==> config.mk <==
export PLATFORM = sky130hd
export DESIGN_NAME = alu_operand_stage
export DESIGN_NICKNAME = d
export VERILOG_FILES = /design/src/rtl/alu_operand_stage.sv
export SDC_FILE = /design/constraint.sdc
export NUM_CORES = 1
export LEC_CHECK = 0
export ABC_CLOCK_PERIOD_IN_PS = 14600
export CORE_AREA = 2 2 219 221
export DETAILED_ROUTE_END_ITERATION = 16
export DIE_AREA = 0 0 221 223
export MAX_ROUTING_LAYER = met4
export PLACE_DENSITY = 0.68
export RECOVER_POWER = 50
export SLEW_MARGIN = 20
export SYNTH_ARGS = -nofsm -noshare
export SYNTH_HDL_FRONTEND = slang
export SYNTH_SLANG_ARGS = --single-unit
==> constraint.sdc <==
create_clock -name clk -period 14.6 [get_ports clk]
set_input_delay 2.92 -clock clk [delete_from_list [all_inputs] [get_ports clk]]
set_output_delay 2.92 -clock clk [all_outputs]
set_load 0.005 [all_outputs]
==> src/rtl/alu_operand_stage.sv <==
// rtl/alu_operand_stage.sv - ID/EX operand register with capture-time forwarding and hold snoop
module alu_operand_stage #(
    parameter int XLEN = 64,
    parameter int REGW = 5
) (
    input  logic            clk,
    input  logic            rst,
    input  logic            id_valid,
    output logic            id_ready,
    input  logic [REGW-1:0] id_rs1,
    input  logic [REGW-1:0] id_rs2,
    input  logic [XLEN-1:0] id_rs1_data,
    input  logic [XLEN-1:0] id_rs2_data,
    input  logic [XLEN-1:0] id_imm,
    input  logic            id_alusrc,
    input  logic [3:0]      id_aluop,
    input  logic [REGW-1:0] id_rd,
    input  logic            id_regwrite,
    input  logic            exm_regwrite,
    input  logic [REGW-1:0] exm_rd,
    input  logic [XLEN-1:0] exm_data,
    input  logic            wb_regwrite,
    input  logic [REGW-1:0] wb_rd,
    input  logic [XLEN-1:0] wb_data,
    input  logic            flush,
    output logic            ex_valid,
    input  logic            ex_ready,
    output logic [XLEN-1:0] in1,
    output logic [XLEN-1:0] in2,
    output logic [3:0]      ALUop,
    output logic [XLEN-1:0] store_data,
    output logic [REGW-1:0] ex_rd,
    output logic            ex_regwrite
);

    typedef enum logic {EMPTY = 1'b0, FULL = 1'b1} state_t;

    state_t          state;
    logic [REGW-1:0] h_rs1;
    logic [REGW-1:0] h_rs2;
    logic [REGW-1:0] h_rd;
    logic [XLEN-1:0] h_v1;
    logic [XLEN-1:0] h_v2;
    logic [XLEN-1:0] h_imm;
    logic            h_alusrc;
    logic            h_regwrite;
    logic [3:0]      h_aluop;

    logic            capture;
    logic            transfer;
    logic            hold;
    logic [XLEN-1:0] fwd1;
    logic [XLEN-1:0] fwd2;

    assign ex_valid = (state == FULL);
    assign id_ready = !ex_valid || ex_ready;
    assign capture  = id_valid && id_ready && !flush;
    assign transfer = ex_valid && ex_ready;
    assign hold     = ex_valid && !ex_ready;

    // Resolve source operands at capture: EX/MEM beats MEM/WB, x0 always reads the regfile
    always_comb begin
        fwd1 = id_rs1_data;
        fwd2 = id_rs2_data;
        if (exm_regwrite && exm_rd == id_rs1 && id_rs1 != '0)
            fwd1 = exm_data;
        else if (wb_regwrite && wb_rd == id_rs1 && id_rs1 != '0)
            fwd1 = wb_data;
        if (exm_regwrite && exm_rd == id_rs2 && id_rs2 != '0)
            fwd2 = exm_data;
        else if (wb_regwrite && wb_rd == id_rs2 && id_rs2 != '0)
            fwd2 = wb_data;
    end

    // Occupancy: flush wins, then capture refills, else a transfer drains
    always_ff @(posedge clk or posedge rst) begin
        if (rst) begin
            state <= EMPTY;
        end else if (flush) begin
            state <= EMPTY;
        end else if (capture) begin
            state <= FULL;
        end else if (transfer) begin
            state <= EMPTY;
        end
    end

    // Held operands: load on capture, otherwise track write-backs while stalled
    always_ff @(posedge clk or posedge rst) begin
        if (rst) begin
            h_rs1      <= '0;
            h_rs2      <= '0;
            h_rd       <= '0;
            h_v1       <= '0;
            h_v2       <= '0;
            h_imm      <= '0;
            h_alusrc   <= 1'b0;
            h_regwrite <= 1'b0;
            h_aluop    <= 4'b0000;
        end else if (capture) begin
            h_rs1      <= id_rs1;
            h_rs2      <= id_rs2;
            h_rd       <= id_rd;
            h_v1       <= fwd1;
            h_v2       <= fwd2;
            h_imm      <= id_imm;
            h_alusrc   <= id_alusrc;
            h_regwrite <= id_regwrite;
            h_aluop    <= id_aluop;
        end else if (hold) begin
            if (wb_regwrite && wb_rd == h_rs1 && h_rs1 != '0)
                h_v1 <= wb_data;
            if (wb_regwrite && wb_rd == h_rs2 && h_rs2 != '0)
                h_v2 <= wb_data;
        end
    end

    assign in1         = h_v1;
    assign in2         = h_alusrc ? h_imm : h_v2;
    assign store_data  = h_v2;
    assign ALUop       = h_aluop;
    assign ex_rd       = h_rd;
    assign ex_regwrite = h_regwrite && ex_valid;

endmodule

==> metrics <==
mux contribution to synthesized area=0.2140; total of max-cap violations=4; drt via density=about 5.5; top cells by area, synth=dfrtp_1 39%, a221oi_2 13%, mux2_2 12%; Post-CTS Resized=0; Setup crit start kind=primary input; synth cell count leaders=214 x dfrtp_1, 149 x mux2_2, 135 x nor2_1; CP Capture Type=register; ys flop type=dfrtp_1; unrepaired setup endpoints after global routing=no; Synth-to-Final Area Change=47.88%; syn_nets=1630; Max Clk Rate=~99 MHz; Die Wd=221 um; CTS Sinks=between 200 and 250; pwr/cell area=roughly 100 nW/um^2; failing checks=max-capacitance violations, max-slew violations; synthesis-stage register bit count=~210; P_leak=0.008477 uW; Clock transition at path regs=0.06 ns; Crit Path Category=in2reg; Flop pwr share=0.363; Max FO, Critical Path=~180; class of the worst hold path=reg2reg; # fillers=4496; vias in the first global route=14110; First-pass DRT Iterations=5; hpwl dp=39030 um; CTS tree=built; XOR/XNOR share of the synthesized area=0.01774; WP data required=roughly 15 ns; CTS H-tree depth=1; # DRC=0; hold buffers post-CTS=0; most common cell in the netlist=dfrtp_1; CP Cell Sequence=dlygate4sd3_1 -> nor2b_1 -> nor3b_1 -> clkbuf_1 -> o21ai_0 -> o22ai_1; synth unique cells=31; logic gate share of total power=0.312; slowest stage delay, CP=roughly 5 ns; antenna viol nets, final=0; drt wl/cell=between 20 and 25 um; initial DRC count=roughly 900; post-synthesis simple-gate area fraction=0.07005; CTS Buf Count=28; Slew @ Worst Pin=~7.3 ns; Avg Cell Area, Syn=roughly 11 um^2; pin count of the biggest net entering global routing=roughly 180; clock power share=0.325; Site Rows=80; number of buffers inserted by post-CTS setup repair=0; post-synth top area share=0.3874; switching part of the total=0.2917; Tot GR Track Use=0.2350; core region area=around 47000 um^2; setup TNS=0 ns; WL final=between 50000 and 60000 um; Max VDD drop=~0.079 mV; adder-cell share of the synthesized area=0; Die ar.=49280 um^2; Int Pwr=between 1500 and 2000 uW; family with the most delay on the worst path=buffers and inverters; Net count, final=between 2000 and 2500; total grt overflow=0; main combinational cell family by area after synthesis=compound AO/OA/AOI/OAI gates; global-route wire length before repair=between 80000 and 90000 um; port bufs=561; worst skew pair latency=0.56 ns; Syn Std Cell Area=around 14000 um^2; Psw=between 600 and 700 uW; Initial Util=0.2932; die height=between 200 and 250 um; DR vias=13220; Worst path slowest cell=clkbuf_1; Mapped Cells=roughly 1300; register area share after synthesis=0.3874; CTS Root Cell=clkbuf_16; cell taking the most area after synthesis=dfrtp_1; placer congestion estimate=around 0.90; Max Slew Vio Count=between 300 and 400; arrival time at the worst endpoint=~10 ns; initial antenna violation count=4; Clock Tree Buf Depth=3; share of cells above drive strength 1=0.1967; worst path buffer plus inverter count=2; outcome=finished with violations; final setup vio count=0; skew final=0.007992 ns; IO Count=562; Post-synth EDFFs=0; post-synthesis compound-gate area fraction=0.2422; total number of yosys warnings=0; Slew Limit Headroom=-3.878; min Tclk post-route=just over 10 ns; Tcrit/Tclk final=0.6891; Pwr Total=around 2100 uW; Hold Fails Final Rpt=0; FFs w/ async S/R, synth=1.000
-- state kept, by name (all words and copies together), names as in the netlist --
signal	flops
ex_valid	1
ex_rd	5
in1	64
ALUop	4
h_rs2	5
h_regwrite	1
h_alusrc	1
h_rs1	5
h_imm	64
store_data	64
-- worst reg2reg max path: cells and delay by family (launching register included) --
kind / cells / cell delay (ns)
buf+inv: 1 / 4.99
simple gates: 2 / 0.57
compound gates: 2 / 1.53
flops: 1 / 0.40
-- worst paths after layout --
path,start,to,slack (ns),cells after the start
worst max-delay path,ex_ready,store_data[42]$_DFFE_PP0P_,4.54,6
worst min-delay path,ALUop[2]$_DFFE_PP0N_,ALUop[2]$_DFFE_PP0N_,0.50,1
worst max register to register,ex_valid$_DFFE_PP0P_,store_data[42]$_DFFE_PP0P_,6.93,5
worst min register to register,ALUop[2]$_DFFE_PP0N_,ALUop[2]$_DFFE_PP0N_,0.50,1
max in group asynchronous,rst,h_imm[47]$_DFFE_PP0N_,6.24,3
min in group asynchronous,rst,store_data[7]$_DFFE_PP0P_,4.24,2
-- metrics by stage --
step / area, um^2 / setup slack, ns / utilization / hold slack (ns) / instances
after floorplan: 13820 / 5.829 / - / 0.4728 / 1272
after CTS: 20470 / 7.574 / 0.4342 / 0.5052 / 2384
final: 20440 / 4.539 / 0.4336 / 0.4981 / 2388
after detailed placement: 19570 / 7.587 / 0.4150 / 0.4901 / 2336
after global placement: 19570 / 7.565 / 0.4150 / 0.4830 / 2336
after global routing: 20440 / 3.863 / 0.4336 / 0.5146 / 2388
-- power groups by stage --
| stage | logic (uW) | clock network (uW) | registers [uW] |
|---|---|---|---|
| after floorplan | 300 | 0 | 756 |
| after global placement | 675 | 0 | 785 |
| after global routing | 713 | 732 | 792 |
| after CTS | 688 | 714 | 780 |
| final | 669 | 698 | 779 |
| after detailed placement | 684 | 0 | 789 |
-- layout by cell type (no fill, tap or decap), types with 3 or more instances in the layout --
| master | netlist | layout |
|---|---|---|
| clkdlybuf4s50_1 | 0 | 431 |
| dfrtp_1 | 214 | 213 |
| mux2_2 | 149 | 149 |
| nor2_1 | 135 | 135 |
| dlygate4sd3_1 | 0 | 129 |
| o21ai_0 | 128 | 128 |
| mux2i_1 | 128 | 128 |
| o22ai_1 | 128 | 128 |
| a221oi_2 | 120 | 120 |
| nand2_1 | 66 | 66 |
| clkbuf_16 | 0 | 29 |
| buf_4 | 3 | 20 |
| xor2_1 | 18 | 16 |
| clkbuf_1 | 65 | 11 |
| xnor2_1 | 10 | 10 |
| a221oi_1 | 8 | 8 |
| clkbuf_8 | 0 | 8 |
| nor3_1 | 6 | 6 |
| diode_2 | 0 | 4 |
| inv_1 | 4 | 3 |
| nor4_4 | 3 | 3 |
| and2_1 | 4 | 3 |
| clkinv_2 | 0 | 3 |
-- layer usage --
layer  vias to the layer above  wire (um)  GRT usage
li1                       5812          -          -
met1                      6573      23840     0.2801
met2                       707      28340     0.3868
met3                       132       4229    0.04399
met4                         0       2472     0.1048
met5                         -          0          -
-- area by class of cell --
type | instances | area [um^2] | share of cell area
multi-input cells | 918 | 7606 | 0.3721
repair buffers | 585 | 5776 | 0.2825
flip-flops and latches | 214 | 5359 | 0.2621
clock buffers | 44 | 862.1 | 0.04217
well taps | 615 | 769.5 | 0.03764
clock inverters | 4 | 45.04 | 0.002203
inverters | 4 | 16.27 | 0.0007956
diodes | 4 | 10.01 | 0.0004896
-- kinds of logic after synthesis --
group | after synthesis
buf+inv | 140
xor+xnor | 28
flops | 214
mux | 277
compound gates | 388
simple gates | 225
Note: power is estimated with default switching activity, not from simulation.
==> RTL change 1: new RTL, same settings <==
Set the parameter `REGW` to 4 (it was 5).
--- a/src/rtl/alu_operand_stage.sv
+++ b/src/rtl/alu_operand_stage.sv
@@ -3,3 +3,3 @@
     parameter int XLEN = 64,
-    parameter int REGW = 5
+    parameter int REGW = 4
 ) (
Interface: changed (6 resized); port bits go from 562 to 556. No check against the original RTL was run, so the function may have changed too.
==> RTL change 1 against the original RTL <==
- the flow still finishes with violations (capacitance limit, slew limit)
- design area shrank 2.6%
- sequential cell count shrank 3
- non-clock buffer count shrank 10
- synthesized area shrank 3.9%
- total power shrank 1.7%
- register-to-register slack gained 3.8 ns
- setup slack gained 0.93 ns
- global-route usage shrank 1.2 points
- wire length shrank 5.1%
- largest power group unchanged
- highest routed layer unchanged
==> RTL change 1: results (changes against the original RTL) <==
Status
  – Status: finished with violations (unchanged)
  – Violated checks: capacitance limit, slew limit (unchanged)

Place
  – Final weighted congestion in routability-driven placement: 0.8619 (was 0.9005)
  – Placed wire-length estimate: 36370 um (was 39030 um)
  – Number of cells in the design after placement: 2447 (was 2336)
  – Placed Instance Area: 19000 um2 (was 19570 um2)

Detailed routing
  – Total via count in the routed design: 13.43k (was 13.22k)
  – DRT Pass-1 Iters: 7 (was 5)
  – Routed length per instance: 22.37 um (was 24.65 um)
  – Routed wire length on met2: 27470 um (was 28340 um)
  – Routed Wire Length: 55890 um (was 58880 um)

Pwr
  – Flop pwr share: 0.360 (was 0.363)
  – Peak VDD IR: 0.00009410 V (was 0.00007917 V)
  – Total power per unit cell area: 105.9 nW/um2 (was 105.0 nW/um2)
  – Clock power frac: 0.334 (was 0.325)

Global routing
  – Largest net degree at the start of global routing: 100 (was 178)
  – Vias in the first global route: 14.04k (was 14.11k)

Setup path
  – Largest stage delay, worst path: 2.95 ns (was 4.99 ns)
  – R2r endpoint: store_data[62] (was store_data[42])
  – Crit path max fanout: 82 (was 177)

Hold path
  – Number of cells traversed by the worst hold path: 2 (was 1)
  – HP Start: h_imm[60] (was ALUop[2])
  – Hold Path End: h_imm[60] (was ALUop[2])

Cells and area
  – Clock-cell share of area: 0.04681 (was 0.04437)
  – Non-clock inverters: 2 (was 4)
  – Multi-input logic cell count: 1044 (was 918)
  – Area taken by multi-input logic gates: 7226 um2 (was 7606 um2)
  – Filler cells: 4629 (was 4496)
  – Data-path buffer share of cell area in the final layout: 0.2859 (was 0.2825)
  – Number of signal-net buffers in the layout: 575 (was 585)
  – Final-stage net count: 2215 (was 2109)
  – Fraction of layout cells with a size suffix above 1: 0.1259 (was 0.1967)
  – Total of clock buffers placed in the layout: 42 (was 44)

Job
  – Max-cap check violation count: 4 (unchanged)

STA
  – Clk_skew: 0.008231 ns (was 0.007992 ns)
  – Max-slew violation count: 279 (was 369)

Synthesis
  – Most numerous cell types in the synthesized netlist: nand2_1 (251), dfrtp_1 (211), mux2i_1 (155), nor2_1 (138), mux2_2 (101) (was dfrtp_1 (214), mux2_2 (149), nor2_1 (135))
  – Share of synthesized area occupied by flip-flops and latches: 0.3974 (was 0.3874)

Clocking
  – TritonCTS Sinks: 211 (was 214)
[RTL change 1: cell types whose count changed after synthesis, sizes merged, moves of 28 or more]
| cell | change |
|---|---|
| o22ai | -64 |
| nand2 | +186 |
| a221oi | -64 |
| nand2b | +28 |
| o21ai | -62 |
| mux2 | -48 |
| a211oi | +64 |
| and3 | +65 |
[RTL change 1: kinds of logic (layout without fill, tap and decap cells)]
| family | count (synthesis) | after routing | synth area share |
|---|---|---|---|
| and+or+nand+nor | 506 | 506 | 0.1655 |
| AOI/OAI and AO/OA | 262 | 262 | 0.1589 |
| muxes | 256 | 256 | 0.2024 |
| DFF | 211 | 211 | 0.3974 |
| buffers and inverters | 130 | 627 | 0.06263 |
| xor gates and xnor gates | 20 | 20 | 0.01319 |
| other | 0 | 1 | 0 |
[RTL change 1: layer usage]
metal / track usage / vias up
met2: 0.3787 / 711
met5: - / -
met4: 0.07816 / 0
li1: - / 5912
met1: 0.2646 / 6674
met3: 0.04083 / 132
==> RTL change 2: new RTL, same flow settings <==
Made on the original files. Make the reset (`rst`) synchronous in 2 clocked blocks.
--- a/src/rtl/alu_operand_stage.sv
+++ b/src/rtl/alu_operand_stage.sv
@@ -75,3 +75,3 @@
     // Occupancy: flush wins, then capture refills, else a transfer drains
-    always_ff @(posedge clk or posedge rst) begin
+    always_ff @(posedge clk) begin
         if (rst) begin
@@ -88,3 +88,3 @@
     // Held operands: load on capture, otherwise track write-backs while stalled
-    always_ff @(posedge clk or posedge rst) begin
+    always_ff @(posedge clk) begin
         if (rst) begin
Behaviour: not the same (Yosys sat finds a counterexample within 4 cycles, from zero or initial values and one cycle with rst high; the reset may be asserted at any time).
==> RTL change 2 against the original RTL <==
- the flow still finishes with violations (capacitance limit, slew limit)
- sequential cell count did not move
- setup slack better by 0.065 ns
- design area decreased by 0.17%
- total power is 18% lower
- wire length increased by 9.8%
- critical path type unchanged
- die area unchanged
- clock skew increased by 0.013 ns
- first-iteration DRC count increased by 95%
- combinational power is 37% lower
- synthesized area down 0.33%
==> RTL change 2: results (changes against the original RTL) <==
Status
  – Status: finished with violations (unchanged)
  – Violated checks: capacitance limit, slew limit (unchanged)

Synthesis
  – Number of standard cells after synthesis: 1704 (was 1272)
  – Most numerous cell types in the synthesized netlist: dfxtp_1 (214), nand2_1 (175), clkbuf_1 (164), a211oi_1 (133), inv_1 (132) (was dfrtp_1 (214), mux2_2 (149), nor2_1 (135))
  – Top flip-flop cell by instance count after synthesis: dfxtp_1 (was dfrtp_1)
  – Post-synth ARST share: 0 (was 1.000)
  – Synthesized Nets: 2062 (was 1630)
  – Count of distinct cell types in the synthesized netlist: 42 (was 31)

Global routing
  – First-pass GRT wire length: 96810 um (was 87880 um)
  – Largest net degree at the start of global routing: 210 (was 178)
  – Total Routing Usage GR: 0.2536 (was 0.2350)

Place
  – Pre-CTS setup slack: 7.504 ns (was 7.587 ns)
  – Placed Instance Area: 19530 um2 (was 19570 um2)

Detailed routing
  – Total via count in the routed design: 16.03k (was 13.22k)
  – Routed vias/inst: 5.828 (was 5.538)

Job
  – Max-cap check violation count: 3 (was 4)

Setup path
  – Largest stage delay, worst path: 3.28 ns (was 4.99 ns)
  – R2r endpoint: store_data[4] (was store_data[42])
  – Critical R2R Launch: ex_valid (unchanged)

Pwr
  – Static leakage power: 7.303 nW (was 8.477 nW)

STA
  – Max-slew violation count: 181 (was 369)
  – Fmax achieved: 100.0 MHz (was 99.40 MHz)
  – Clk_skew: 0.02104 ns (was 0.007992 ns)
  – Pin slew with the least headroom to its limit: 4.546 ns (was 7.317 ns)

Cells and area
  – Final-stage net count: 2473 (was 2109)

Hold path
  – Number of cells traversed by the worst hold path: 2 (was 1)
  – Hold Path End: h_imm[23] (was ALUop[2])
-- RTL change 2: cell count changes after synthesis, moves of 85 or more --
cell	change
a31oi_1	+128
mux2_2	-85
a211oi_1	+133
clkbuf_1	+99
a221oi_2	-120
nand2_1	+109
inv_1	+128
dfxtp_1	+214
o22ai_1	-128
dfrtp_1	-214
a21oi_1	+85
-- RTL change 2: cell families (layout without fill, tap and decap cells) --
group / count (synthesis) / after routing / share of synthesized area
buf+inv: 335 / 762 / 0.1012
xor+xnor: 25 / 25 / 0.01589
simple gates: 399 / 399 / 0.1556
flops: 214 / 214 / 0.3109
other cells: 0 / 4 / 0
mux: 128 / 128 / 0.09879
compound gates: 603 / 603 / 0.3176
-- RTL change 2: area by class of cell --
class / instances / area share
timing repair buffer: 584 / 0.2843
tap: 615 / 0.03770
sequential: 214 / 0.2099
clock inverter: 5 / 0.003985
inverter: 133 / 0.02446
multi-input combinational: 1155 / 0.3997
clock buffer: 40 / 0.03942
antenna: 4 / 0.0004905
-- RTL change 2: worst register-to-register path, stage by stage (launching register included) --
cell,delay (ns)
dfxtp_1,0.32
nor2b_1,0.15
nor3b_1,1.70
clkbuf_1,3.28
a41o_2,0.98
buf_4,0.58
nor2_1,0.12
a211oi_1,0.26
-- RTL change 2: power groups by stage --
stage | logic [mW] | clock network (mW) | registers [mW]
floorplan | 0.182 | 0 | 0.651
global placement | 0.417 | 0 | 0.662
detailed placement | 0.422 | 0 | 0.663
CTS | 0.424 | 0.702 | 0.650
global route | 0.445 | 0.722 | 0.653
finish | 0.419 | 0.689 | 0.650
-- RTL change 2: layer usage --
layer / track usage / part of all wire / vias to the layer above
li1: - / - / 7152
met1: 0.3177 / 0.41 / 7745
met2: 0.4087 / 0.47 / 962
met3: 0.04491 / 0.086 / 167
met4: 0.09309 / 0.039 / 0
met5: - / 0 / -
